$ cat src/rtl/dht11_uart_report_if.sv
// Reading/request inputs and UART status outputs of the DHT11 line reporter.
`timescale 1ns/1ps
interface dht11_uart_report_if;
    logic [31:0] data_valid;
    logic        send_req;
    logic        tx;
    logic        busy;
    logic        frame_done;

    modport master (output data_valid, send_req, input tx, busy, frame_done);
    modport slave  (input data_valid, send_req, output tx, busy, frame_done);
endinterface

$ cat src/rtl/dht11_uart_report.sv
// Formats a DHT11 reading as "H=hhh.h T=ttt.t\r\n" and sends it over an 8N1 UART.
`timescale 1ns/1ps
module dht11_uart_report #(
    parameter int CLK_HZ = 50_000_000,
    parameter int BAUD   = 115_200
) (
    input  logic clk,
    input  logic rst_n,
    dht11_uart_report_if.slave bus
);
    localparam int CLKS_PER_BIT = CLK_HZ / BAUD;
    localparam int BW = (CLKS_PER_BIT > 1) ? $clog2(CLKS_PER_BIT) : 1;
    localparam logic [BW-1:0] BAUD_LAST = BW'(CLKS_PER_BIT - 1);

    typedef enum logic [2:0] {IDLE, LATCH, CONVERT, LOAD, START, DATA, STOP, DONE} state_t;
    state_t state, state_nxt;

    logic [31:0]      shadow, frame;
    logic             pending;
    logic [BW-1:0]    baud_cnt;
    logic [2:0]       bit_idx;
    logic [4:0]       char_idx;
    logic [7:0]       shreg;
    logic [7:0]       rem, src_nxt, char_sel;
    logic [3:0]       hcnt, tcnt;
    logic [1:0]       cnv_idx, cnv_nxt;
    logic [3:0][3:0]  units;
    logic [1:0][3:0]  hund, tens;
    logic             change, bit_done, byte_done, busy;

    assign change    = bus.data_valid != shadow;
    assign bit_done  = baud_cnt == BAUD_LAST;
    assign byte_done = rem < 8'd10;
    assign cnv_nxt   = cnv_idx + 2'd1;
    assign busy      = !(state == IDLE || state == DONE);

    assign bus.tx         = (state == START) ? 1'b0 : (state == DATA) ? shreg[0] : 1'b1;
    assign bus.busy       = busy;
    assign bus.frame_done = state == DONE;

    function automatic logic [7:0] asc(input logic [3:0] d);
        return 8'h30 + {4'h0, d};
    endfunction

    always_comb begin
        src_nxt = frame[31:24];
        case (cnv_nxt)
            2'd1:    src_nxt = frame[23:16];
            2'd2:    src_nxt = frame[15:8];
            2'd3:    src_nxt = frame[7:0];
            default: src_nxt = frame[31:24];
        endcase
    end

    // Byte 0/2 are integer parts (3 digits), bytes 1/3 decimal parts (units only).
    always_comb begin
        char_sel = 8'h0A;
        case (char_idx)
            5'd0:    char_sel = "H";
            5'd1:    char_sel = "=";
            5'd2:    char_sel = asc(hund[0]);
            5'd3:    char_sel = asc(tens[0]);
            5'd4:    char_sel = asc(units[0]);
            5'd5:    char_sel = ".";
            5'd6:    char_sel = asc(units[1]);
            5'd7:    char_sel = " ";
            5'd8:    char_sel = "T";
            5'd9:    char_sel = "=";
            5'd10:   char_sel = asc(hund[1]);
            5'd11:   char_sel = asc(tens[1]);
            5'd12:   char_sel = asc(units[2]);
            5'd13:   char_sel = ".";
            5'd14:   char_sel = asc(units[3]);
            5'd15:   char_sel = 8'h0D;
            default: char_sel = 8'h0A;
        endcase
    end

    always_ff @(posedge clk or negedge rst_n) begin
        if (!rst_n) state <= IDLE;
        else        state <= state_nxt;
    end

    always_comb begin
        state_nxt = state;
        case (state)
            IDLE:    if (change || pending || bus.send_req) state_nxt = LATCH;
            LATCH:   state_nxt = CONVERT;
            CONVERT: if (byte_done && cnv_idx == 2'd3) state_nxt = LOAD;
            LOAD:    state_nxt = START;
            START:   if (bit_done) state_nxt = DATA;
            DATA:    if (bit_done && bit_idx == 3'd7) state_nxt = STOP;
            STOP:    if (bit_done) state_nxt = (char_idx == 5'd16) ? DONE : LOAD;
            DONE:    state_nxt = IDLE;
            default: state_nxt = IDLE;
        endcase
    end

    // Latching clears pending; any request or mid-frame change collapses into one flag.
    always_ff @(posedge clk or negedge rst_n) begin
        if (!rst_n)                                pending <= 1'b0;
        else if (state == LATCH)                   pending <= 1'b0;
        else if (bus.send_req || (busy && change)) pending <= 1'b1;
    end

    always_ff @(posedge clk or negedge rst_n) begin
        if (!rst_n) begin
            shadow   <= '0;
            frame    <= '0;
            baud_cnt <= '0;
            bit_idx  <= '0;
            char_idx <= '0;
            shreg    <= '0;
            rem      <= '0;
            hcnt     <= '0;
            tcnt     <= '0;
            cnv_idx  <= '0;
            units    <= '0;
            hund     <= '0;
            tens     <= '0;
        end else begin
            case (state)
                LATCH: begin
                    shadow  <= bus.data_valid;
                    frame   <= bus.data_valid;
                    rem     <= bus.data_valid[31:24];
                    cnv_idx <= '0;
                    hcnt    <= '0;
                    tcnt    <= '0;
                end
                CONVERT: begin
                    if (rem >= 8'd100) begin
                        rem  <= rem - 8'd100;
                        hcnt <= hcnt + 4'd1;
                    end else if (rem >= 8'd10) begin
                        rem  <= rem - 8'd10;
                        tcnt <= tcnt + 4'd1;
                    end else begin
                        units[cnv_idx] <= rem[3:0];
                        if (!cnv_idx[0]) begin
                            hund[cnv_idx[1]] <= hcnt;
                            tens[cnv_idx[1]] <= tcnt;
                        end
                        hcnt     <= '0;
                        tcnt     <= '0;
                        cnv_idx  <= cnv_nxt;
                        rem      <= src_nxt;
                        char_idx <= '0;
                    end
                end
                LOAD: begin
                    shreg    <= char_sel;
                    baud_cnt <= '0;
                    bit_idx  <= '0;
                end
                START, DATA, STOP: begin
                    baud_cnt <= bit_done ? '0 : baud_cnt + 1'b1;
                    if (state == DATA && bit_done) begin
                        shreg   <= {1'b1, shreg[7:1]};
                        bit_idx <= bit_idx + 3'd1;
                    end
                    if (state == STOP && bit_done && char_idx != 5'd16)
                        char_idx <= char_idx + 5'd1;
                end
                default: ;
            endcase
        end
    end
endmodule
$ cat src/flat_wrapper.sv
// flat-port wrapper written by rule: the top's interface ports become plain ports
module dht11_uart_report_flat 
#(
    parameter int CLK_HZ = 50_000_000,
    parameter int BAUD   = 115_200
)
  (clk, rst_n, bus_data_valid, bus_send_req, bus_tx, bus_busy, bus_frame_done);
  dht11_uart_report_if bus_i ();
  input  logic clk;
  input  logic rst_n;
  input wire logic [$bits(bus_i.data_valid)-1:0] bus_data_valid;
  input wire logic [$bits(bus_i.send_req)-1:0] bus_send_req;
  output wire logic [$bits(bus_i.tx)-1:0] bus_tx;
  output wire logic [$bits(bus_i.busy)-1:0] bus_busy;
  output wire logic [$bits(bus_i.frame_done)-1:0] bus_frame_done;
  assign bus_i.data_valid = bus_data_valid;
  assign bus_i.send_req = bus_send_req;
  assign bus_tx = bus_i.tx;
  assign bus_busy = bus_i.busy;
  assign bus_frame_done = bus_i.frame_done;
  dht11_uart_report #(.CLK_HZ(CLK_HZ), .BAUD(BAUD)) u_core (.clk(clk), .rst_n(rst_n), .bus(bus_i));
endmodule
$ cat config.mk
export PLATFORM = sky130hd
export DESIGN_NAME = dht11_uart_report_flat
export DESIGN_NICKNAME = d
export VERILOG_FILES = /design/src/rtl/dht11_uart_report_if.sv /design/src/rtl/dht11_uart_report.sv /design/src/flat_wrapper.sv
export SDC_FILE = /design/constraint.sdc
export NUM_CORES = 1
export LEC_CHECK = 0
export CAP_MARGIN = 15
export CELL_PAD_IN_SITES_DETAIL_PLACEMENT = 0
export CELL_PAD_IN_SITES_GLOBAL_PLACEMENT = 1
export CORE_MARGIN = 8
export CORE_UTILIZATION = 50
export DETAILED_ROUTE_END_ITERATION = 16
export PLACE_DENSITY = 0.91
export SKIP_LAST_GASP = 1
export SYNTH_ARGS = -nofsm -noshare
export SYNTH_HDL_FRONTEND = slang
export SYNTH_SLANG_ARGS = --single-unit
$ cat constraint.sdc
create_clock -name clk -period 5.8 [get_ports clk]
set_input_delay 0.58 -clock clk [delete_from_list [all_inputs] [get_ports clk]]
set_output_delay 0.58 -clock clk [all_outputs]
set_load 0.1 [all_outputs]
# Word-level counts from Yosys, hierarchy flattened
# Cells that the tools add are included.
op_classes:
  reduce_logical: 30
  eq_ne: 41
  order_cmp: 7
  bitwise: 3
  muxes: 42
  addsub: 16
ops:
  columns: ["cell", "n"]
  rows:
  - ["$pmux 8 s14", 1]
  - ["$add 6x4->7 const A", 8]
  - ["$eq 5x4->1 const B", 8]
  - ["$ne 32x32->1", 1]
  - ["$pmux 8 s2", 2]
  - ["$mux 4", 6]
  - ["$mux 8", 3]
  - ["$pmux 3 s8", 1]
  - ["$pmux 8 s3", 1]
  - ["$mux 3", 7]
  - ["$eq 5x3->1 const B", 4]
  - ["$pmux 9 s2", 1]
  - ["$bwmux 16", 1]
  - ["$bwmux 8", 2]
  - ["$pmux 4 s2", 2]
  - ["$eq 3x3->1 const B", 5]
  - ["$mux 5", 3]
  - ["$ne 2x1->1 const B", 6]
  - ["$eq 5x2->1 const B", 2]
  - ["$pmux 5 s2", 1]
  - ["$add 9x1->9 const B", 1]
  - ["$eq 9x9->1 const B", 1]
  - ["$mux 9", 1]
  - ["$add 4x1->4 const B", 2]
  - ["other kinds (40)", 69]
word_totals:
  reg_bits: 111
  word_cells: 158
  out_inout_bits: 3
  input_bits: 35

# Longest topological paths before layout
depth:
  depth_word: 7
  ltp_mapped: 9
  ltp_nobuf: 7

# Worst setup path before layout
# Ideal clock, no wire load.
synth_path:
  kind: "reg2out"
  from: "register u_core.state[0]"
  to: "output bus_busy"
  arrival_ns: 2.923
  required_ns: 5.220
  path_stages_with_launch: 5
  path_buffers: 1
  setup_slack_ns: 2.297
  cell_sequence: "dfrtp_1 > buf_2 > nand2_1 > nor2_1 > nor2_1"
synth_via:
  elab_chain_cells: 3
  word_cells_on_any_way: 4
  classes_between: "eq/ne (1); reduce/logical (3)"
synth_rtl:
  columns: ["element", "line_no", "rtl"]
  rows:
  - ["start, declared", "dht11_uart_report.sv:16", "state_t state, state_nxt;"]
  - ["start signal, assigned", "dht11_uart_report.sv:81", "else state <= state_nxt;"]
  - ["$eq 3x3->1", null, null]
  - ["net bus_frame_done", "flat_wrapper.sv:15", "output wire logic [$bits(bus_i.frame_done)-1:0] bus_frame_done;"]
  - ["$logic_or 1x1->1", "dht11_uart_report.sv:35", "assign busy = !(state == IDLE || state == DONE);"]
  - ["$logic_not 1->1", "dht11_uart_report.sv:35", null]
  - ["end, declared", "flat_wrapper.sv:14", "output wire logic [$bits(bus_i.busy)-1:0] bus_busy;"]
# The timed path passes the listed nets, and every way through them passes these cells.

# Worst setup path in the final report
layout_path:
  from: "register u_core.state[2]"
  to: "output bus_frame_done"
layout_via:
  elab_chain_cells: 1
layout_rtl:
  columns: ["element", "line_no", "rtl"]
  rows:
  - ["$eq 3x3->1", "dht11_uart_report.sv:39", "assign bus.frame_done = state == DONE;"]
  - ["end, declared", "flat_wrapper.sv:15", null]
# No other way between the ends.

==> results by group <==
Status
  • Status: finished, final reports clean

Clock network
  • Clock sinks: 111
  • Cts bufs inserted: 9
  • Hold_buf cts: 0
  • H-tree depth: 3
  • CTS tree: built
  • CTS max path bufs: 2
  • Clock Tree Root: clkbuf_16
  • Worst-path clk slew: 0.07 ns
  • Cts repair resizes: 0
  • Worst-Skew Late Latency: 0.35 ns
  • Post-CTS Setup Inserts: 0

Cells and area
  • Area growth syn-to-layout: 11.85%
  • Fin area: 7063 um2
  • Share of layout cells above drive strength 1: 0.1007
  • Register Area: 2778 um2
  • Fillers: 1105
  • N_diodes: 0
  • Final nets: 737
  • Footprint of the multi-input gates: 3318 um2

Worst setup path
  • Crit path DAT: 2.65 ns
  • Crit path cell chain: inv_1 -> nor2_1 -> clkdlybuf4s50_1
  • Worst path bufs/invs: 2
  • Largest stage delay, worst path: 1.15 ns
  • CP Class: register to primary output
  • CP delay by family, top: buffers and inverters
  • Critical Path RT: 5.22 ns
  • Slowest stage cell on the critical path: clkdlybuf4s50_1
  • CP endpoint kind: primary output
  • Critical Path Fanout Max: 18
  • CP Launch Type: register

Power and ir drop
  • Max VDD drop: 0.3112 mV
  • Leak pwr: 3.192 nW
  • Sequential group share of total power: 0.416
  • Internal power: 1.847 mW
  • Power share of the clock group: 0.185
  • Power share of the combinational group: 0.399
  • Pwr dens: 453.4 nW/um2
  • Switching Share: 0.4232
  • Sw Pwr: 1.355 mW

Timing
  • Relative slew slack: 0.3334
  • FMAX: 310.0 MHz
  • PnR worst setup slack: 2.574 ns
  • Final worst path period share: 0.5562
  • Final hold viol count: 0
  • Fin crit period: 3.226 ns
  • RSZ-0062 raised after global routing: false
  • Max Slew Vio Count: 0
  • Worst-margin pin slew: 1.000 ns
  • Setup TNS: 0 ns
  • Final setup vio count: 0
  • Clock skew: 0.008804 ns

Place
  • Gpl congestion: 0.8834
  • Place WS: 2.807 ns
  • DP Wirelength: 10.85 mm
  • Post-DP Area: 6777 um2
  • PortBufs: 37

Floorplanning
  • Rows: 41
  • Full die area: 16480 um2
  • Initial Utilization: 0.5066
  • Core area: 12470 um2
  • DIE HEIGHT: 128.4 um
  • I/O pin count: 38
  • Die span in x: 128.4 um

Drt
  • Wire length on met1: 7.058 mm
  • Routed WL: 15.17 mm
  • Drt first-iter violations: 448
  • Residual DRC: 0
  • Drt pass-1 iters: 7
  • Antenna-violating nets left: 0
  • WL met3: 660 um
  • Top Metal Used: met4
  • DR WL met2: 7.338 mm
  • Via Count: 4949
  • Vias per inst: 5.775
  • Detailed-route wire length per cell: 17.70 um

Synth
  • Count of cell types in the netlist: 63
  • Sequential share of the synthesized area: 0.4399
  • Syn_nets: 720
  • Async SR Flop Fraction: 1.000
  • Synth Cell Area: 6315 um2
  • Yosys reg bits: 111
  • Top FF cell, synth: dfrtp_1
  • Yosys warns: 0
  • Post-synth EDFFs: 0
  • Cell count after synthesis: 663
  • Syn avg cell area: 9.525 um2

Global routing
  • Vias in the first global route: 4990
  • Grt ovf: 0
  • Initial antenna violation count: 0
  • Global-route wire length before repair: 25.40 mm
  • All-Layer GR Usage: 0.1928
  • Pin count of the biggest net entering global routing: 70

Worst hold path
  • Hold Crit Class: primary input to async pin

Run
  • Max Cap Viol: 0
worst paths after layout:
| path | slack, ns | to | startpoint | cells after the start |
|---|---|---|---|---|
| max reg2reg | 2.69 | u_core.units[5] | u_core.rem[2] | 7 |
| max in group asynchronous | 4.31 | u_core.rem[4] | rst_n | 2 |
| max | 2.57 | bus_frame_done | u_core.state[2] | 3 |
| min | 0.22 | u_core.char_idx[4] | rst_n | 1 |
| min in group clk | 0.49 | u_core.shreg[4] | u_core.shreg[4] | 2 |
| min reg2reg | 0.49 | u_core.shreg[4] | u_core.shreg[4] | 2 |
worst reg2reg max path, delay by kind of cell, from the launching register on:
kind / cells / cell delay [ns]
flops: 1 / 0.57
compound gates: 1 / 0.39
fa+ha+maj: 1 / 0.22
simple gates: 3 / 1.30
mux: 1 / 0.34
buf+inv: 1 / 0.17
layer usage:
metal | up-vias | GRT usage
li1 | 2379 | -
met1 | 2450 | 0.2592
met2 | 110 | 0.3114
met3 | 10 | 0.04096
met4 | 0 | 0.04545
met5 | - | 0
registers in the layout, summed over array words and instances, names as in the netlist:
| name | cells |
|---|---|
| u_core.baud_cnt | 9 |
| u_core.bit_idx | 3 |
| u_core.char_idx | 5 |
| u_core.cnv_idx | 2 |
| u_core.hcnt | 4 |
| u_core.hund | 8 |
| u_core.pending | 1 |
| u_core.rem | 8 |
| u_core.shadow | 32 |
| u_core.shreg | 8 |
| u_core.state | 3 |
| u_core.tcnt | 4 |
| u_core.tens | 8 |
| u_core.units | 16 |
power by group through the flow:
stage,clock network (mW),logic (mW),registers [mW]
2_1_floorplan,0,1.04,1.19
3_3_place_gp,0,1.24,1.32
3_5_place_dp,0,1.27,1.34
4_1_cts,0.608,1.28,1.33
5_1_grt,0.641,1.43,1.37
6_report,0.592,1.28,1.33
final cells by class:
class                   instances  share of cell area
multi-input cells             498              0.4698
flip-flops and latches        111              0.3933
repair buffers                 40             0.05527
clock buffers                  12             0.03632
well taps                     172             0.03047
inverters                      20             0.01063
clock inverters                 4            0.004252
placed cells by master (no fill, tap or decap), types with 10 or more instances in the layout:
master,n
dfrtp_1,111
xor2_1,34
nand2_1,133
mux2i_1,10
nor3_1,11
a21oi_1,22
nor4_1,10
o21ai_0,44
clkdlybuf4s50_1,36
ha_1,22
mux2_2,39
nor2_1,39
inv_1,20
synthesized netlist by cell type, drive strengths merged (10+ instances only):
library cell  number  area [um2]
a21oi             22       110.1
nand2            134       505.5
dfrtp            111        2778
xor2              34       297.8
nor4              11       83.83
nor3              14       97.59
clkbuf            19       71.32
mux2i             10       100.1
ha                22       275.3
o21ai             45       225.2
inv               20       75.07
nor2              39       146.4
mux2              39       439.2
buf               15       72.57
through the flow:
stage | utilization | hold slack, ns | power [mW] | cells
after floorplan | - | 0.2844 | 2.228 | 663
after global placement | 0.5436 | 0.4672 | 2.562 | 841
after detailed placement | 0.5436 | 0.4729 | 2.611 | 841
after CTS | 0.5666 | 0.2380 | 3.211 | 857
after global routing | 0.5666 | 0.2461 | 3.439 | 857
final | 0.5666 | 0.2153 | 3.202 | 857
cell families after synthesis:
family,count (synthesis),share of synthesized area
AND/OR/NAND/NOR,254,0.1952
AO/OA/AOI/OAI,132,0.1401
flip-flops,111,0.4399
buffers and inverters,54,0.03467
multiplexers,51,0.09253
XOR/XNOR,39,0.05409
adder cells (fa/ha/maj),22,0.04359
Note: power is estimated with default switching activity, not from simulation.
